`src/rtl/onehot_idx_rr_if.sv`:
```
// -----------------------------------------------------------------------------
// onehot_idx_rr_if
// Request / grant bundle for the round-robin index encoder. Signal names are
// seen from the arbiter's side: i_* flow into the arbiter, o_* flow out.
//
//   i_req   [WIDTH]     request vector from the sources
//   i_ready             consumer accepts the presented grant
//   o_valid             a grant is pending on o_index/o_grant
//   o_index [ABSWIDTH]  binary index of the granted request
//   o_grant [WIDTH]     one-hot of o_index while o_valid, else zero
//   i_lock              present only when ONEHOT_IDX_RR_LOCK_EN is defined
//
// Modports: slave = arbiter, master = request source / grant consumer.
// -----------------------------------------------------------------------------
interface onehot_idx_rr_if #(
  parameter int WIDTH = 16
);
  localparam int ABSWIDTH = (WIDTH > 1) ? $clog2(WIDTH) : 1;

  logic [WIDTH-1:0]    i_req;
  logic                i_ready;
  logic                o_valid;
  logic [ABSWIDTH-1:0] o_index;
  logic [WIDTH-1:0]    o_grant;
`ifdef ONEHOT_IDX_RR_LOCK_EN
  logic                i_lock;

  modport slave  (input  i_req, i_ready, i_lock, output o_valid, o_index, o_grant);
  modport master (output i_req, i_ready, i_lock, input  o_valid, o_index, o_grant);
`else
  modport slave  (input  i_req, i_ready, output o_valid, o_index, o_grant);
  modport master (output i_req, i_ready, input  o_valid, o_index, o_grant);
`endif
endinterface

```
`src/rtl/onehot_idx_rr.sv`:
```
// -----------------------------------------------------------------------------
// onehot_idx_rr
// Round-robin first-set index encoder with a registered valid/ready output.
// Each load picks the first set bit of i_req at or above a rotating start
// point, wrapping past the top, and registers it as binary index and one-hot
// grant. A presented grant is held stable until accepted.
//
// Ports:
//   i_clk   clock, all state on the rising edge
//   i_rstn  asynchronous active-low reset
//   bus     onehot_idx_rr_if.slave (i_req, i_ready, o_valid, o_index,
//           o_grant, and i_lock when enabled)
//
// Parameter: WIDTH (>= 1, need not be a power of two). The interface
// instance must use the same WIDTH.
//
// Optional feature macro: ONEHOT_IDX_RR_LOCK_EN
//   Adds i_lock. Accepting with i_lock=1 keeps the accepted requester at top
//   priority instead of advancing past it.
// -----------------------------------------------------------------------------
module onehot_idx_rr #(
  parameter int WIDTH = 16
) (
  input  logic          i_clk,
  input  logic          i_rstn,
  onehot_idx_rr_if.slave bus
);

  localparam int                  ABSWIDTH = (WIDTH > 1) ? $clog2(WIDTH) : 1;
  localparam logic [ABSWIDTH-1:0] LAST_IDX = ABSWIDTH'(WIDTH - 1);

  // state
  logic                r_valid;
  logic [ABSWIDTH-1:0] r_index;
  logic [WIDTH-1:0]    r_grant;
  logic [ABSWIDTH-1:0] r_ptr;

  // handshake / search
  logic                w_accept;
  logic                w_load;
  logic [ABSWIDTH-1:0] w_next_slot;
  logic [ABSWIDTH-1:0] w_start;
  logic [WIDTH-1:0]    w_hi_mask;
  logic [WIDTH-1:0]    w_req_hi;
  logic                w_hi_found;
  logic [ABSWIDTH-1:0] w_hi_idx;
  logic [ABSWIDTH-1:0] w_lo_idx;
  logic [ABSWIDTH-1:0] w_sel_idx;
  logic                w_any;
  logic [WIDTH-1:0]    w_sel_grant;

  assign w_accept = r_valid & bus.i_ready;
  assign w_load   = ~r_valid | bus.i_ready;

  // Slot after the presented index, wrapping at WIDTH rather than at a
  // power of two.
  assign w_next_slot = (r_index == LAST_IDX) ? '0 : r_index + 1'b1;

  // The pointer update of an accept is forwarded into the same cycle's search
  // so back-to-back grants rotate without a bubble or a repeat.
`ifdef ONEHOT_IDX_RR_LOCK_EN
  assign w_start = w_accept ? (bus.i_lock ? r_index : w_next_slot) : r_ptr;
`else
  assign w_start = w_accept ? w_next_slot : r_ptr;
`endif

  // Requests at or above the start point get first pick.
  always_comb begin
    w_hi_mask = '0;
    for (int unsigned i = 0; i < WIDTH; i++) begin
      w_hi_mask[i] = (ABSWIDTH'(i) >= w_start);
    end
  end

  assign w_req_hi = bus.i_req & w_hi_mask;
  assign w_any    = |bus.i_req;

  // Two lowest-set-bit encoders: one on the upper (masked) slice, one on the
  // full vector to cover the wrap-around case.
  always_comb begin
    w_hi_found = 1'b0;
    w_hi_idx   = '0;
    w_lo_idx   = '0;
    for (int unsigned i = 0; i < WIDTH; i++) begin
      if (w_req_hi[i] && !w_hi_found) begin
        w_hi_found = 1'b1;
        w_hi_idx   = ABSWIDTH'(i);
      end
    end
    for (int unsigned i = WIDTH; i > 0; i--) begin
      if (bus.i_req[i-1]) begin
        w_lo_idx = ABSWIDTH'(i - 1);
      end
    end
  end

  assign w_sel_idx = w_hi_found ? w_hi_idx : w_lo_idx;

  always_comb begin
    w_sel_grant = '0;
    for (int unsigned i = 0; i < WIDTH; i++) begin
      w_sel_grant[i] = w_any && (w_sel_idx == ABSWIDTH'(i));
    end
  end

  always_ff @(posedge i_clk or negedge i_rstn) begin
    if (!i_rstn) begin
      r_valid <= 1'b0;
      r_index <= '0;
      r_grant <= '0;
      r_ptr   <= '0;
    end else begin
      if (w_load) begin
        r_valid <= w_any;
        r_index <= w_any ? w_sel_idx : '0;
        r_grant <= w_sel_grant;
      end
      if (w_accept) begin
        r_ptr <= w_start;
      end
    end
  end

  assign bus.o_valid = r_valid;
  assign bus.o_index = r_index;
  assign bus.o_grant = r_grant;

endmodule

```
`src/flat_wrapper.sv`:
```
// flat-port wrapper written by rule: the top's interface ports become plain ports
module onehot_idx_rr_flat 
#(
  parameter int WIDTH = 16
)
  (i_clk, i_rstn, bus_i_req, bus_i_ready, bus_o_valid, bus_o_index, bus_o_grant);
  onehot_idx_rr_if #(.WIDTH(WIDTH)) bus_i ();
  input  logic i_clk;
  input  logic i_rstn;
  input wire logic [$bits(bus_i.i_req)-1:0] bus_i_req;
  input wire logic [$bits(bus_i.i_ready)-1:0] bus_i_ready;
  output wire logic [$bits(bus_i.o_valid)-1:0] bus_o_valid;
  output wire logic [$bits(bus_i.o_index)-1:0] bus_o_index;
  output wire logic [$bits(bus_i.o_grant)-1:0] bus_o_grant;
  assign bus_i.i_req = bus_i_req;
  assign bus_i.i_ready = bus_i_ready;
  assign bus_o_valid = bus_i.o_valid;
  assign bus_o_index = bus_i.o_index;
  assign bus_o_grant = bus_i.o_grant;
  onehot_idx_rr #(.WIDTH(WIDTH)) u_core (.i_clk(i_clk), .i_rstn(i_rstn), .bus(bus_i));
endmodule
```
`config.mk`:
```
export PLATFORM = sky130hd
export DESIGN_NAME = onehot_idx_rr_flat
export DESIGN_NICKNAME = d
export VERILOG_FILES = /design/src/rtl/onehot_idx_rr_if.sv /design/src/rtl/onehot_idx_rr.sv /design/src/flat_wrapper.sv
export SDC_FILE = /design/constraint.sdc
export NUM_CORES = 1
export LEC_CHECK = 0
export ABC_AREA = 1
export CORE_AREA = 2 2 59 75
export CTS_CLUSTER_DIAMETER = 30
export DETAILED_ROUTE_END_ITERATION = 12
export DIE_AREA = 0 0 61 77
export PLACE_DENSITY = 0.76
export SKIP_CTS_REPAIR_TIMING = 1
export SLEW_MARGIN = 20
export SYNTH_ARGS = -nofsm -noshare
export SYNTH_HDL_FRONTEND = slang
export SYNTH_SLANG_ARGS = --single-unit
```
`constraint.sdc`:
```
create_clock -name i_clk -period 2.7 [get_ports i_clk]
set_clock_uncertainty 0.15 [all_clocks]
set_input_delay 0.675 -clock i_clk [delete_from_list [all_inputs] [get_ports i_clk]]
set_output_delay 0.675 -clock i_clk [all_outputs]
set_load 0.005 [all_outputs]
```
# Word-level counts from Yosys, hierarchy flattened
# Index checks and enable logic that the tools add are counted.
# W data, S select, Z words.
# totals
register_bits,25
inputBits,19
# classes
mux,51
reduce_logical,48
order_cmp,16
eq_ne,16
bitwise,4
add_sub_neg,1
# ops
cell,n
$mux W4,28
$eq A4 B4 Y1 const B,9
$ge A4 B4 Y1 const A,8
$logic_and A1 B1 Y1,31
$mux W1,17
$and A16 B16 Y16,1
$eq A4 B3 Y1 const B,4
$ge A3 B4 Y1 const A,4
$reduce_or A16 Y1,1
$logic_not A1 Y1,15
$mux W3,4
$eq A4 B2 Y1 const B,2
$ge A1 B4 Y1 const A,2
$ge A2 B4 Y1 const A,2
$add A4 B1 Y4 const B,1
$eq A4 B1 Y1 const B,1
$logic_not A4 Y1,1
$mux W2,2
$and A1 B1 Y1,1
$not A1 Y1,1
$or A1 B1 Y1,1

# Depth between registers and ports, before layout
# Gate-level depths: netlist of the first run.
# logic_depth
depth_word,54
ltp_mapped,22

# Worst setup path before layout of the first run
# No wires, ideal clock.
# synth_path
kind,input to register
startpoint,in bus_i_ready
endpoint,reg u_core.r_grant[13] (netlist: u_core.bus.o_grant[13])
setup_time_ps,117
path_stages,18
path_buffers,0
t_required_ps,2433
t_arrival_ps,2300
setup_slack_ps,134
path_cell_list,nand2_2 > inv_2 > nand2_2 > nand2_4 > nand2_2 > nor2_1 > nand2_2 > nand2_2 > nor2_4 > nand4_2 > nor2_4 > nand4_4 > nor2_4 > nand4_1 > nand3_1 > nor2_1 > nand2_1 > nand2_1
# synth_between
elab_chain_len,53
word_cells_on_any_way,84
cone_classes,order compare (16); eq/ne (1); mux (33); bitwise (3); reduce/logical (31)
# synth_rtl
element,line,source
"start, declared",flat_wrapper.sv:11,input wire logic [$bits(bus_i.i_ready)-1:0] bus_i_ready;
$and A1 B1 Y1,onehot_idx_rr.sv:52,assign w_accept = r_valid & bus.i_ready;
$mux W4,onehot_idx_rr.sv:64,assign w_start = w_accept ? w_next_slot : r_ptr;
$ge A1 B4 Y1,onehot_idx_rr.sv:71,w_hi_mask[i] = (ABSWIDTH'(i) >= w_start);
$and A16 B16 Y16,onehot_idx_rr.sv:75,assign w_req_hi = bus.i_req & w_hi_mask;
$mux W1,onehot_idx_rr.sv:85,if (w_req_hi[i] && !w_hi_found) begin
$logic_not A1 Y1,onehot_idx_rr.sv:85,
$logic_and A1 B1 Y1,onehot_idx_rr.sv:85,
$mux W1,onehot_idx_rr.sv:85,
[37 not listed],-,
$logic_and A1 B1 Y1,onehot_idx_rr.sv:85,
$mux W1,onehot_idx_rr.sv:85,
$logic_not A1 Y1,onehot_idx_rr.sv:85,
$logic_and A1 B1 Y1,onehot_idx_rr.sv:85,
$mux W4 / $mux W1 (equally long branches),onehot_idx_rr.sv:85,
$mux W4,onehot_idx_rr.sv:97,assign w_sel_idx = w_hi_found ? w_hi_idx : w_lo_idx;
$eq A4 B4 Y1,onehot_idx_rr.sv:102,w_sel_grant[i] = w_any && (w_sel_idx == ABSWIDTH'(i));
$logic_and A1 B1 Y1,onehot_idx_rr.sv:102,
"end signal, assigned",onehot_idx_rr.sv:116,r_grant <= w_sel_grant;
"end, declared",onehot_idx_rr.sv:35,logic [WIDTH-1:0] r_grant;
# Several ways; a longest one is shown, not always the timed one.
# A chain may end at the register's enable or synchronous reset.

# Worst setup path in the final report of the first run
# layout_path
startpoint,reg u_core.r_index[1] (netlist: u_core.bus.o_index[1])
endpoint,reg u_core.r_grant[9] (netlist: u_core.bus.o_grant[9])
# layout_between
elab_chain_len,54
word_cells_on_any_way,85
cone_classes,add/sub (1); order compare (16); eq/ne (2); mux (34); bitwise (1); reduce/logical (31)
# layout_rtl
element,line,source
"start, declared",onehot_idx_rr.sv:34,logic [ABSWIDTH-1:0] r_index;
"start signal, assigned",onehot_idx_rr.sv:115,r_index <= w_any ? w_sel_idx : '0;
$add A4 B1 Y4 / $eq A4 B4 Y1 (equally long branches),onehot_idx_rr.sv:57,assign w_next_slot = (r_index == LAST_IDX) ? '0 : r_index + 1'b1;
$mux W4 (*),onehot_idx_rr.sv:57,
$mux W4 (*),onehot_idx_rr.sv:64,
$ge A1 B4 Y1,onehot_idx_rr.sv:71,
$and A16 B16 Y16 (*),onehot_idx_rr.sv:75,
$mux W1,onehot_idx_rr.sv:85,
$logic_not A1 Y1,onehot_idx_rr.sv:85,
$logic_and A1 B1 Y1,onehot_idx_rr.sv:85,
[38 not listed],-,
$logic_and A1 B1 Y1,onehot_idx_rr.sv:85,
$mux W1,onehot_idx_rr.sv:85,
$logic_not A1 Y1,onehot_idx_rr.sv:85,
$logic_and A1 B1 Y1,onehot_idx_rr.sv:85,
$mux W4 / $mux W1 (equally long branches),onehot_idx_rr.sv:85,
$mux W4 (*),onehot_idx_rr.sv:97,
$eq A4 B4 Y1 (*),onehot_idx_rr.sv:102,
$logic_and A1 B1 Y1 (*),onehot_idx_rr.sv:102,
# Every way passes the cells marked *; elsewhere a longest branch is shown, timed or not.

==> results.toml, run 1 <==
[status]
outcome = "finished, violations left"
violations = "setup timing"

[yosys]
synth-simple-area-share_pct = 47.08
synthArstFlopShare_pct = 100.0
synth_ff_type = "dfrtp_1"
synth_top_area_cell = "dfrtp_1"
synth_top_area_share_pct = 36.10
synthCells = 252
synthXorXnorAreaFrac_pct = 0
yosys_register_bits = 25
synth_adder_area_share_pct = 0.7220
synth-compound-area-share_pct = 8.087
synth.distinct_cells = 31
syn_avg_cell_area_sq_um = 6.877
synthTopCellsByCount = "nand2_1, inv_1, dfrtp_1"
muxShareOfSynthArea_pct = 0
synth.most_common_cell = "nand2_1"
synth_area_sq_mm = 0.001733
synth_area_leaders = "dfrtp_1, nand2_1, inv_1"
synth_warnings = 0
synth_top_family_by_area = "simple AND/OR/NAND/NOR gates"
synth_edf_count = 0
seq_area_frac_synth_pct = 36.10
syn_nets = 272

[grt]
antenna_found_initial = 0
grt_use_total_pct = 22.54
grt_pass1_wl_microns = 8342
grt_max_degree = 26
grt-ovfl-total = 0
grt_pass1_vias = 1975

[cts]
clkLatencyLatePin_ps = 260
numCtsBuffers = 3
clk_path_buf_depth = 2
clk_pin_slew_ps = 90
clock-sinks = 25
cts_tree = "yes"
cts_root_buf = "clkbuf_8"
htreeDepth = 1

[sta]
finalMaxSlewViolations = 0
tightest_slew_ps = 406.1
post-route-period-util_pct = 108.6
hold_viol = 0
setup_slack_ps = -231.8
period_minus_slack_ps = 2932
rsz0062_at_grt = "true"
tns_ps = -3496
finalSetupViolCount = 20
hold_ws_ps = 334.5
slew_headroom_pct = 72.68
fmax_mhz = 341.1

[die]
pin_count = 40
rows = 26
core_area_sq_mm = 0.004001
die_area_sq_mm = 0.004697
initial_core_util_pct = 43.31
die_h_microns = 77
die_w_microns = 61

[pwr]
ir_drop_uv = 400.1
power_leakage_nw = 1.359
total_power_mw = 2.694
p_per_area_mw_per_mm2 = 1003

[layout]
fin_nets = 359
antenna_cells = 0
fillCellCount = 341
register_area_sq_um = 625.6
drive_gt1_share_pct = 29.88
area_growth_pct = 54.95
final_cells = 394
multi_input_area_sq_mm = 0.001075

[place]
dp_hpwl_microns = 3791
placed_cells = 383
gp_congestion = 0.9293
place_ws_ps = -715.5
port_buffers = 39

[drt]
routed_wl_microns = 5102
vias = 1974
ant_nets = 0
wire_per_inst_microns = 12.95
routed_via_density = 5.010
drtIter0Drc = 118
firstDrtPassIters = 5
drc_errors = 0

[setup_path]
cpMaxStageDelayCell = "dfrtp_1"
path_buf_inv = 3
path_class = "register to register"
cp.required_ps = 2720
r2r-start = "u_core.bus.o_index[1]"
critical_path.max_stage_delay_ps = 420
endpoint_kind = "register"
crit_arrival_ps = 2950
reg2reg_depth = 17
worstSetupPathDepth = 17
crit_fanout = 6
start_kind = "register"
path_delay_family = "simple AND/OR/NAND/NOR gates"
crit_start = "u_core.bus.o_index[1]"
path_cells = "ha_4 > inv_2 > nand3_2 > nand2_4 > inv_2 > nand2_2 > o211ai_1 > nand4_4 > nor2_4 > nand4_4 > nor2_4 > nand4_1 > buf_4 > nand3_1 > nor2_2 > nand2_1 > nand2_1"
regToRegSetupSlack_ps = -230

[run]
drv_cap = 0

[min_path]
hold_class = "register to register"
worstHoldStart = "u_core.bus.o_grant[10]"
holdPathStages = 2
-- metrics by stage --
step           utilization, %  instance area, sq um
2_1_floorplan               -                  1733
3_5_place_dp            61.76                  2471
3_3_place_gp            61.76                  2471
4_1_cts                 62.98                  2520
5_1_grt                 67.10                  2685
6_report                67.10                  2685
-- registers in the layout, indices dropped and copies added (netlist names) --
signal and cells:
u_core.bus.o_grant 16, u_core.r_ptr 4, u_core.bus.o_index 4, u_core.bus.o_valid 1
-- final cells by class --
class	count	area share, %
clock buffer	3	1.538
clock inverter	1	0.2796
inverter	35	4.893
multi-input combinational	190	40.03
sequential	25	23.30
tap	56	2.610
timing repair buffer	84	27.35
-- report_power, final --
group	internal (mW)	switching [mW]	leakage, nW
clock	0.105	0.121	0.0217
sequential	0.499	0.0916	0.327
combinational	0.856	1.02	1.01
total	1.46	1.23	1.36
-- path summary, 6_finish.rpt --
check	endpoint
setup reg to reg	u_core.bus.o_grant[9]
hold reg to reg	u_core.bus.o_grant[10]
min in group asynchronous	u_core.bus.o_grant[10]
setup / recovery	u_core.bus.o_grant[9]
hold / removal	u_core.bus.o_grant[10]
max in group asynchronous	u_core.bus.o_grant[5]
-- worst min-delay path, delay by kind of cell (launching register included) --
kind | cells | cell delay, ps
flip-flops | 1 | 350
AND/OR/NAND/NOR | 2 | 100
-- routing by layer --
metal / global-route usage (%) / vias to the layer above / part of all wire, %
met2: 39.03 / 59 / 53
met4: 10.00 / 0 / 3.6
met5: 0 / - / 0
met3: 1.012 / 16 / 3.1
li1: - / 984 / -
met1: 27.80 / 915 / 41
-- placed cells by master, fill, tap and decap left out, drive strengths merged, types with 2 or more instances in the layout --
cell,synthesis,final
nand4,10,10
clkbuf,2,4
dfrtp,25,25
inv,34,35
nor3,3,3
buf,0,45
o211ai,2,2
o21ai,13,13
nand2,104,104
clkdlybuf4s50,0,38
nor2,24,24
nor4,3,3
nand3,19,19
a21oi,5,5
-- kinds of logic after synthesis --
kind of cell | Yosys count
buf+inv | 37
simple gates | 166
compound gates | 23
fa+ha+maj | 1
flops | 25
Power figures use the tool's default switching activity.
==> inputs of run 2 (changes only) <==
--- a/config.mk
+++ b/config.mk
@@ -6,10 +6,10 @@
 export NUM_CORES = 1
 export LEC_CHECK = 0
 export ABC_AREA = 1
-export CORE_AREA = 2 2 59 75
+export CORE_AREA = 5 5 62 78
 export CTS_CLUSTER_DIAMETER = 30
 export DETAILED_ROUTE_END_ITERATION = 12
-export DIE_AREA = 0 0 61 77
+export DIE_AREA = 0 0 67 83
 export PLACE_DENSITY = 0.76
 export SKIP_CTS_REPAIR_TIMING = 1
 export SLEW_MARGIN = 20
==> results.toml, run 2 (synthesis results as in run 1) <==
[drt]
drtIter0Drc = 67
firstDrtPassIters = 4
routed_wl_microns = 4907
wire_per_inst_microns = 12.42
drc_errors = 0
vias = 1927
ant_nets = 0
routed_via_density = 4.878

[run]
drv_cap = 0

[layout]
fillCellCount = 338
antenna_cells = 0
drive_gt1_share_pct = 29.20
mostFrequentLayoutCells = "nand2_1, buf_4, clkdlybuf4s50_1, inv_1, dfrtp_1"
register_area_sq_um = 625.6
largest_reg_flops = 16
area_growth_pct = 53.86
fin_nets = 360
final_common_cell = "nand2_1"
multi_input_area_sq_mm = 0.001056

[min_path]
holdPathStages = 2
hold_class = "register to register"
holdPathEnd = "u_core.bus.o_grant[6]"
worstHoldStart = "u_core.bus.o_grant[6]"

[sta]
post-route-period-util_pct = 104.8
rsz0062_at_grt = "true"
finalMaxSlewViolations = 0
fmax_mhz = 353.4
setup_slack_ps = -129.8
finalSetupViolCount = 19
slew_headroom_pct = 72.43
tns_ps = -1675
period_minus_slack_ps = 2830
hold_viol = 0
tightest_slew_ps = 409.8

[cts]
clkLatencyLatePin_ps = 260
numCtsBuffers = 3
clk_path_buf_depth = 2
htreeDepth = 1
clock-sinks = 25
cts_root_buf = "clkbuf_8"
cts_tree = "yes"
clk_pin_slew_ps = 90

[die]
die_w_microns = 67
die_area_sq_mm = 0.005561
pin_count = 40
die_h_microns = 83
rows = 26
core_area_sq_mm = 0.004001
initial_core_util_pct = 43.31

[pwr]
power_leakage_nw = 1.343
p_per_area_mw_per_mm2 = 1003
ir_drop_uv = 432.8
total_power_mw = 2.675

[setup_path]
rr_endpoint = "u_core.bus.o_grant[14]"
reg2reg_depth = 16
regToRegSetupSlack_ps = -130
crit_fanout = 6
start_kind = "register"
crit_arrival_ps = 2890
path_class = "register to register"
r2r-start = "u_core.bus.o_index[1]"
endpoint_kind = "register"
cp.required_ps = 2760

[status]
outcome = "finished, violations left"
violations = "setup timing"

[place]
port_buffers = 39
gp_congestion = 0.9512
dp_hpwl_microns = 3838

[grt]
grt_pass1_wl_microns = 8052
grt-ovfl-total = 0
grt_max_degree = 26
antenna_found_initial = 0
grt_use_total_pct = 17.86
grt_pass1_vias = 1908
## run 2: worst max-delay path by stage
stage	endpoint	depth (start not counted)	slack (ps)	from
after floorplan	u_core.bus.o_grant[13]	18	130	bus_i_ready
after global placement	u_core.bus.o_grant[13]	16	-650	bus_i_ready
after detailed placement	u_core.bus.o_grant[13]	16	-670	bus_i_ready
after CTS	u_core.bus.o_grant[15]	15	-420	bus_i_ready
after global routing	u_core.bus.o_grant[6]	16	-310	u_core.bus.o_index[1]
final	u_core.bus.o_grant[14]	16	-130	u_core.bus.o_index[1]
## run 2: worst max-delay path, cell delays in order, from the launching register on
cell and delay [ps]:
dfrtp_1 420, ha_4 280, inv_2 30, nand3_2 70, nand2_4 80, inv_2 60
nand2_2 60, o211ai_1 330, nand4_4 160, nor2_4 180, nand4_4 120, nor2_4 180
nand4_1 160, buf_4 180, a21oi_4 200, nand2_1 80, nand2_1 60
## run 2: through the flow
step / util (%) / cell area, sq um / setup slack [ps] / cells / hold WS, ps
finish: 66.64 / 2666 / -129.8 / 395 / 333.6
floorplan: - / 1733 / 133.6 / 252 / 229.4
global placement: 61.76 / 2471 / -647.8 / 383 / 312.8
global route: 66.64 / 2666 / -307.7 / 395 / 374.0
CTS: 62.98 / 2520 / -417.8 / 387 / 343.9
detailed placement: 61.76 / 2471 / -672.4 / 383 / 318.9
## run 2: cell type report
class	instances	share of cell area (%)
Clock inverter	1	0.2816
Sequential cell	25	23.46
Timing Repair Buffer	85	27.55
Clock buffer	3	1.549
Inverter	35	4.927
Tap cell	56	2.628
Multi-Input combinational cell	190	39.61
## run 2: power breakdown
part           switching, mW  internal (mW)
registers             0.0850          0.499
logic                   1.00          0.864
clock network          0.119          0.104
total                   1.21           1.47
## run 2: per-layer routing
layer / wire length, microns / global-route usage, % / up-vias
met3: 152 / 1.216 / 6
met5: 0 / 0 / -
met2: 2687 / 32.74 / 40
li1: - / - / 982
met4: 82 / 5.720 / 0
met1: 1984 / 21.22 / 899
==> inputs of run 3 (changes only) <==
--- a/config.mk
+++ b/config.mk
@@ -6,11 +6,13 @@
 export NUM_CORES = 1
 export LEC_CHECK = 0
 export ABC_AREA = 1
-export CORE_AREA = 5 5 62 78
+export CELL_PAD_IN_SITES_DETAIL_PLACEMENT = 0
+export CELL_PAD_IN_SITES_GLOBAL_PLACEMENT = 1
+export CORE_AREA = 4 4 71 90
 export CTS_CLUSTER_DIAMETER = 30
 export DETAILED_ROUTE_END_ITERATION = 12
-export DIE_AREA = 0 0 67 83
-export PLACE_DENSITY = 0.76
+export DIE_AREA = 0 0 75 94
+export PLACE_DENSITY = 0.77
 export SKIP_CTS_REPAIR_TIMING = 1
 export SLEW_MARGIN = 20
 export SYNTH_ARGS = -nofsm -noshare
==> results.toml, run 3 (synthesis results as in run 1) <==
[status]
outcome = "finished, violations left"
violations = "setup timing"

[pwr]
switching_share_pct = 44.40
combPwrFrac_pct = 70.0
p_sw_mw = 1.188
p_int_mw = 1.487
power_leakage_nw = 1.363
p_per_area_mw_per_mm2 = 978.7
seqPwrFrac_pct = 21.7
clockPowerShare_pct = 8.3
ir_drop_uv = 310.2

[cts]
clock-sinks = 25
htreeDepth = 1
clk_path_buf_depth = 2
cts_tree = "yes"
clk_pin_slew_ps = 90
numCtsBuffers = 3
cts_root_buf = "clkbuf_8"
clkLatencyLatePin_ps = 260

[drt]
ant_nets = 0
firstDrtPassIters = 4
drc_errors = 0
vias = 1869
routed_wl_microns = 4686
wire_per_inst_microns = 11.51
drtIter0Drc = 160
routed_via_density = 4.592

[sta]
hold_viol = 0
finalSetupViolCount = 18
post-route-period-util_pct = 104.9
setup_slack_ps = -133.1
fmax_mhz = 353.0
tightest_slew_ps = 377.1
period_minus_slack_ps = 2833
rsz0062_at_grt = "true"
finalMaxSlewViolations = 0
slew_headroom_pct = 74.75

[die]
die_h_microns = 94
core_area_sq_mm = 0.005624
rows = 31
die_area_sq_mm = 0.007050
pin_count = 40
die_w_microns = 75
initial_core_util_pct = 30.81

[grt]
grt-ovfl-total = 0
grt_use_total_pct = 13.83
grt_pass1_wl_microns = 7797
grt_pass1_vias = 1806
grt_max_degree = 26
antenna_found_initial = 0

[layout]
final_common_cell = "nand2_1"
final_cells = 407
fin_nets = 362
mostFrequentLayoutCells = "nand2_1, buf_4, clkdlybuf4s50_1, inv_1, dfrtp_1"
area_growth_pct = 57.69
largest_reg_flops = 16
antenna_cells = 0
drive_gt1_share_pct = 31.38

[setup_path]
cpMaxStageDelayCell = "dfrtp_1"
crit_start = "u_core.bus.o_index[0]"
endpoint_kind = "register"
r2r-start = "u_core.bus.o_index[0]"
path_cells = "ha_4 > inv_2 > nand3_2 > nand2_4 > inv_4 > nand2_4 > o211ai_1 > nand4_4 > nor2_4 > nand4_4 > nor2_4 > nand4_1 > nand2_2 > nand2_2 > nor2_4 > nand2_1 > nand2_1"
crit_fanout = 6
crit_arrival_ps = 2900
start_kind = "register"
critical_path.max_stage_delay_ps = 410
path_class = "register to register"
path_delay_family = "simple AND/OR/NAND/NOR gates"
path_buf_inv = 2
cp.required_ps = 2760
cpMostUsedCell = "nor2_4"

[min_path]
hold_class = "register to register"
worstHoldStart = "u_core.bus.o_grant[3]"

[place]
placed_cells = 397
port_buffers = 39
dp_hpwl_microns = 3830
gp_congestion = 0.8081
place_ws_ps = -763.0

[run]
drv_cap = 0
## run 3: through the flow
step	instance area [sq um]	setup TNS (ps)	utilization, %	hold slack, ps	power [mW]
final	2733	-1493	48.59	330.4	2.674
after global routing	2733	-5765	48.59	351.4	2.923
after CTS	2562	-7826	45.56	340.1	2.414
after detailed placement	2514	-13480	44.69	314.6	2.182
after global placement	2514	-12900	44.69	312.6	2.176
after floorplan	1733	0	-	229.4	1.470
## run 3: path summary, 6_finish.rpt
path / slack (ps) / endpoint / depth (start not counted)
max in group asynchronous: 1540 / u_core.bus.o_index[0] / 2
min in group asynchronous: 610 / u_core.bus.o_grant[11] / 2
worst min register to register: 330 / u_core.bus.o_grant[3] / 2
worst min-delay path: 330 / u_core.bus.o_grant[3] / 2
worst max-delay path: -130 / u_core.bus.o_grant[0] / 17
worst max register to register: -130 / u_core.bus.o_grant[0] / 17
## run 3: per-layer routing
metal / vias up / routed length (microns) / global-route usage [%]
met5: - / 0 / 0
met4: 0 / 30 / 3.561
met3: 2 / 133 / 0.9636
met2: 33 / 2418 / 24.27
met1: 845 / 2104 / 17.91
li1: 989 / - / -
## run 3: worst register-to-register path, delay by kind of cell (launching register included)
family                   cells  cell delay [ps]
adder cells (fa/ha/maj)      1              270
flip-flops                   1              410
buffers and inverters        2              100
AO/OA/AOI/OAI                1              350
AND/OR/NAND/NOR             13             1510
## run 3: area by class of cell
type | count | area [sq um]
fillers | 570 | 2892
multi-input cells | 190 | 1085
repair buffers | 87 | 757.0
flip-flops and latches | 25 | 625.6
inverters | 35 | 133.9
well taps | 66 | 82.58
clock buffers | 3 | 41.29
clock inverters | 1 | 7.507
## run 3: power groups by stage
stage	Combinational [mW]	Clock, mW	Sequential, mW
2_1_floorplan	0.882	0	0.588
3_3_place_gp	1.60	0	0.579
3_5_place_dp	1.60	0	0.583
4_1_cts	1.61	0.233	0.576
5_1_grt	2.08	0.249	0.599
6_report	1.87	0.221	0.582
